===== config.mk =====
export PLATFORM = sky130hd
export DESIGN_NAME = lc3_regfile
export DESIGN_NICKNAME = d
export VERILOG_FILES = /design/src/rtl/lc3_regfile.sv
export SDC_FILE = /design/constraint.sdc
export NUM_CORES = 1
export LEC_CHECK = 0
export ABC_AREA = 1
export CAP_MARGIN = 20
export CORE_UTILIZATION = 28
export CTS_CLUSTER_DIAMETER = 150
export DETAILED_ROUTE_END_ITERATION = 7
export PLACE_DENSITY = 0.47
export SETUP_SLACK_MARGIN = 0.5
export SLEW_MARGIN = 5
export SYNTH_ARGS = -nofsm -noshare
export SYNTH_HDL_FRONTEND = slang
export SYNTH_SLANG_ARGS = --single-unit

===== constraint.sdc =====
create_clock -name clk -period 2.18 [get_ports clk]
set_input_delay 0.436 -clock clk [delete_from_list [all_inputs] [get_ports clk]]
set_output_delay 0.436 -clock clk [all_outputs]
set_load 0.01 [all_outputs]

===== src/rtl/lc3_regfile.sv =====
// LC-3 register file R0..R(NREGS-1) with two async read ports, one sync write port and NZP flags.
// Optional write-through bypass on the read ports is enabled by defining REGFILE_BYPASS_EN.
module lc3_regfile #(
    parameter int unsigned WIDTH = 16,
    parameter int unsigned NREGS = 8
) (
    input  logic             clk,
    input  logic             rst,
    input  logic [2:0]       rd_a_addr,
    output logic [WIDTH-1:0] rd_a_data,
    input  logic [2:0]       rd_b_addr,
    output logic [WIDTH-1:0] rd_b_data,
    input  logic             we,
    input  logic [2:0]       wr_addr,
    input  logic [WIDTH-1:0] wr_data,
    input  logic             cc_we,
    output logic [2:0]       nzp
);

    localparam int unsigned AW = (NREGS > 1) ? $clog2(NREGS) : 1;

    logic [WIDTH-1:0] regs_q [NREGS];
    logic [2:0]       nzp_q;
    logic [2:0]       nzp_d;

    logic             wr_ok;
    logic             rd_a_ok;
    logic             rd_b_ok;
    logic [WIDTH-1:0] rd_a_stored;
    logic [WIDTH-1:0] rd_b_stored;

    // Addresses beyond NREGS only exist when the file is built smaller than 8 entries.
    assign wr_ok   = 32'(wr_addr) < NREGS;
    assign rd_a_ok = 32'(rd_a_addr) < NREGS;
    assign rd_b_ok = 32'(rd_b_addr) < NREGS;

    always_comb begin
        if (wr_data[WIDTH-1]) begin
            nzp_d = 3'b100;
        end else if (wr_data == '0) begin
            nzp_d = 3'b010;
        end else begin
            nzp_d = 3'b001;
        end
    end

    always_ff @(posedge clk) begin
        if (rst) begin
            for (int i = 0; i < int'(NREGS); i++) begin
                regs_q[i] <= '0;
            end
            nzp_q <= 3'b010;
        end else begin
            if (we && wr_ok) begin
                regs_q[wr_addr[AW-1:0]] <= wr_data;
            end
            if (cc_we) begin
                nzp_q <= nzp_d;
            end
        end
    end

    always_comb begin
        rd_a_stored = '0;
        rd_b_stored = '0;
        if (rd_a_ok) begin
            rd_a_stored = regs_q[rd_a_addr[AW-1:0]];
        end
        if (rd_b_ok) begin
            rd_b_stored = regs_q[rd_b_addr[AW-1:0]];
        end
    end

`ifdef REGFILE_BYPASS_EN
    always_comb begin
        rd_a_data = rd_a_stored;
        rd_b_data = rd_b_stored;
        if (we && wr_ok && (rd_a_addr == wr_addr)) begin
            rd_a_data = wr_data;
        end
        if (we && wr_ok && (rd_b_addr == wr_addr)) begin
            rd_b_data = wr_data;
        end
    end
`else
    always_comb begin
        rd_a_data = rd_a_stored;
        rd_b_data = rd_b_stored;
    end
`endif

    assign nzp = nzp_q;

endmodule

==> flow_metrics.tcl <==
set metrics [dict create \
    max-cap-violations 0 \
    grt_pass1_vias 6002 \
    vias 6162 \
    post-dp-hpwl_microns 15900 \
    cp-start-kind "register" \
    post-place-ws_ns -0.382 \
    tightest_slew_ns 0.407 \
    final_antenna_net_count 0 \
    ir_worst_vdd_v 0.000613 \
    pwr_density_cell_nw_per_um2 743 \
    crit_required_ns 1.74 \
    grt_max_degree 27 \
    initial_utilization 0.286 \
    tritoncts "built" \
    min_delay_worst_endpoint "nzp[0]" \
    status "finished clean" \
    design_area_sq_um 9400 \
    relSlewSlack 0.729 \
    rows 58 \
    fin_crit_sh 0.896 \
    cts_made_buffers 17 \
    vias_per_cell 4.97 \
    die_w_microns 162 \
    max_freq_mhz 512 \
    slew_viol_final 0 \
    cts_root_buffer "clkbuf_16" \
    hold_class "register to register" \
    core_sq_um 25200 \
    wire_per_inst_microns 20.4 \
    io_pins 64 \
    hold_depth 2 \
    syn_to_final_growth_pct 30.7 \
    endpoint_kind "output port" \
    clock_sinks 131 \
    rsz0062_at_grt "true" \
    grt_overflow_total 0 \
    syn-cell-area_sq_um 7190 \
    worst_hold_slack_ns 0.465 \
    reg2reg_setup_slack_ns 1.56 \
    clk_pin_slew_ns 0.06 \
    drc_errors 0 \
    setup_violations 0 \
    skew_ns 0 \
    dr.pass1.iters 6 \
    syn-num-nets 831 \
    dieArea_sq_um 26300 \
    routed_wirelength_microns 25300 \
    cp_max_fo 2 \
    antenna_found_initial 0 \
    period_needed_ns 1.95 \
    yosys_warnings 0 \
    p_leak_nw 3.79 \
    r2r_end "nzp[2]" \
    rr_worst_depth 2 \
    place_area_sq_um 8480 \
    fin_ws_ns 0.226 \
    place.gp.congestion 0.842 \
    synth_area_per_cell_sq_um 8.97 \
    r2r-start "nzp[2]" \
    path_class "register to output port" \
    antenna_cells 0 \
    synthCells 802 \
    io_buffer_count 63 \
    drive_gt1_frac 0.213 \
    grt_pass1_wl_microns 37000 \
    drtIter0Drc 486 \
    cts_hold_buf 0 \
    synth_cell_types 21 \
    num-fill-cells 2570 \
    finalNetCount 926 \
    ys_seq_area_frac 0.543 \
    cts_buffer_depth 2 \
    worstPathArrival_ns 1.52 \
    synth_seq_cells 131 \
    holdCritStartpoint "nzp[0]" \
    hold_viol 0 \
    die_y_microns 162 \
    htree_levels 4 \
    grt_use_total 0.196 \
    fin_util 0.373 \
    clk_latency_ns 0.41 \
]
-- metrics by stage --
stage	std cells	power, W	setup TNS [ns]
detailed placement	1196	0.00407	-10.39
global placement	1196	0.00407	-10.66
floorplan	802	0.00356	0
finish	1240	0.00698	0
global route	1240	0.00722	0
CTS	1238	0.00698	0
-- state kept, by name (all words and copies together), names as in the netlist --
signal and count:
nzp 3, regs_q 128
-- report_power, final --
part	switching [W]	internal [W]
logic	0.000651	0.000482
registers	0.0000638	0.00292
clock network	0.00108	0.00178
-- routing by layer --
metal	GRT usage	vias to the layer above	share of wire
met2	0.334	171	0.50
li1	-	2940	-
met5	0	-	0
met4	0.0682	0	0.022
met3	0.0296	35	0.044
met1	0.253	3016	0.44
-- cell families (layout without fill, tap and decap cells) --
family	after synthesis	count (layout)	synth area share
and+or+nand+nor	332	332	0.208
AOI/OAI and AO/OA	195	195	0.159
buffers and inverters	144	252	0.0908
DFF	131	131	0.543
-- worst max-delay path: stages (launching register included) --
cell      delay (ns)
edfxtp_1        0.41
o211ai_1        0.21
nand3_1         0.17
and2_1          0.18
buf_2           0.13
-- cells in the final DEF, fill, tap and decap left out, drive strengths merged --
master	netlist	layout
and2	32	32
nand2	90	90
inv	88	88
clkinvlp	0	1
nor2	145	145
dfxtp	3	3
nand3	65	65
o21ai	65	65
clkdlybuf4s50	0	22
a21oi	66	66
o211ai	64	64
clkdlybuf4s15	0	2
buf	49	104
dlygate4sd2	0	3
bufinv	0	3
clkinv	0	8
clkbuf	7	21
edfxtp	128	128
-- synth_stat cells (all sizes together) --
cell      n  area, sq um
nor2    145          582
edfxtp  128         3840
o211ai   64          485
buf      49          294
dfxtp     3         60.1
nand3    65          325
a21oi    66          330
inv      88          333
and2     32          200
o21ai    65          325
clkbuf    7         26.3
nand2    90          385
-- how the worst max path moves through the flow --
stage	cells after the start	end	from	slack (ns)
2_1_floorplan	6	regs_q[0][0]	rst	0.43
3_3_place_gp	6	rd_b_data[15]	rd_b_addr[2]	-0.40
3_5_place_dp	6	rd_a_data[15]	rd_a_addr[2]	-0.38
4_1_cts	4	rd_a_data[8]	regs_q[6][8]	0.23
5_1_grt	4	rd_b_data[13]	regs_q[6][13]	0.18
6_report	4	rd_b_data[9]	regs_q[6][9]	0.23
-- final cells by class --
class	instances	area, sq um	share of cell area
timing repair buffer	132	1460	0.155
tap	330	413	0.0439
multi-input combinational	527	2710	0.288
clock buffer	20	437	0.0465
sequential	131	3900	0.416
clock inverter	12	139	0.0148
inverter	88	333	0.0354
-- what timing repair did --
action | in CTS | in global routing
endpoints found under the setup margin | 35 | 32
gates cloned | 8 | 1
pin swaps | 75 | 63
buffers inserted | 2 | 1
gates resized for setup | 213 | 31
Power figures use the tool's default switching activity.
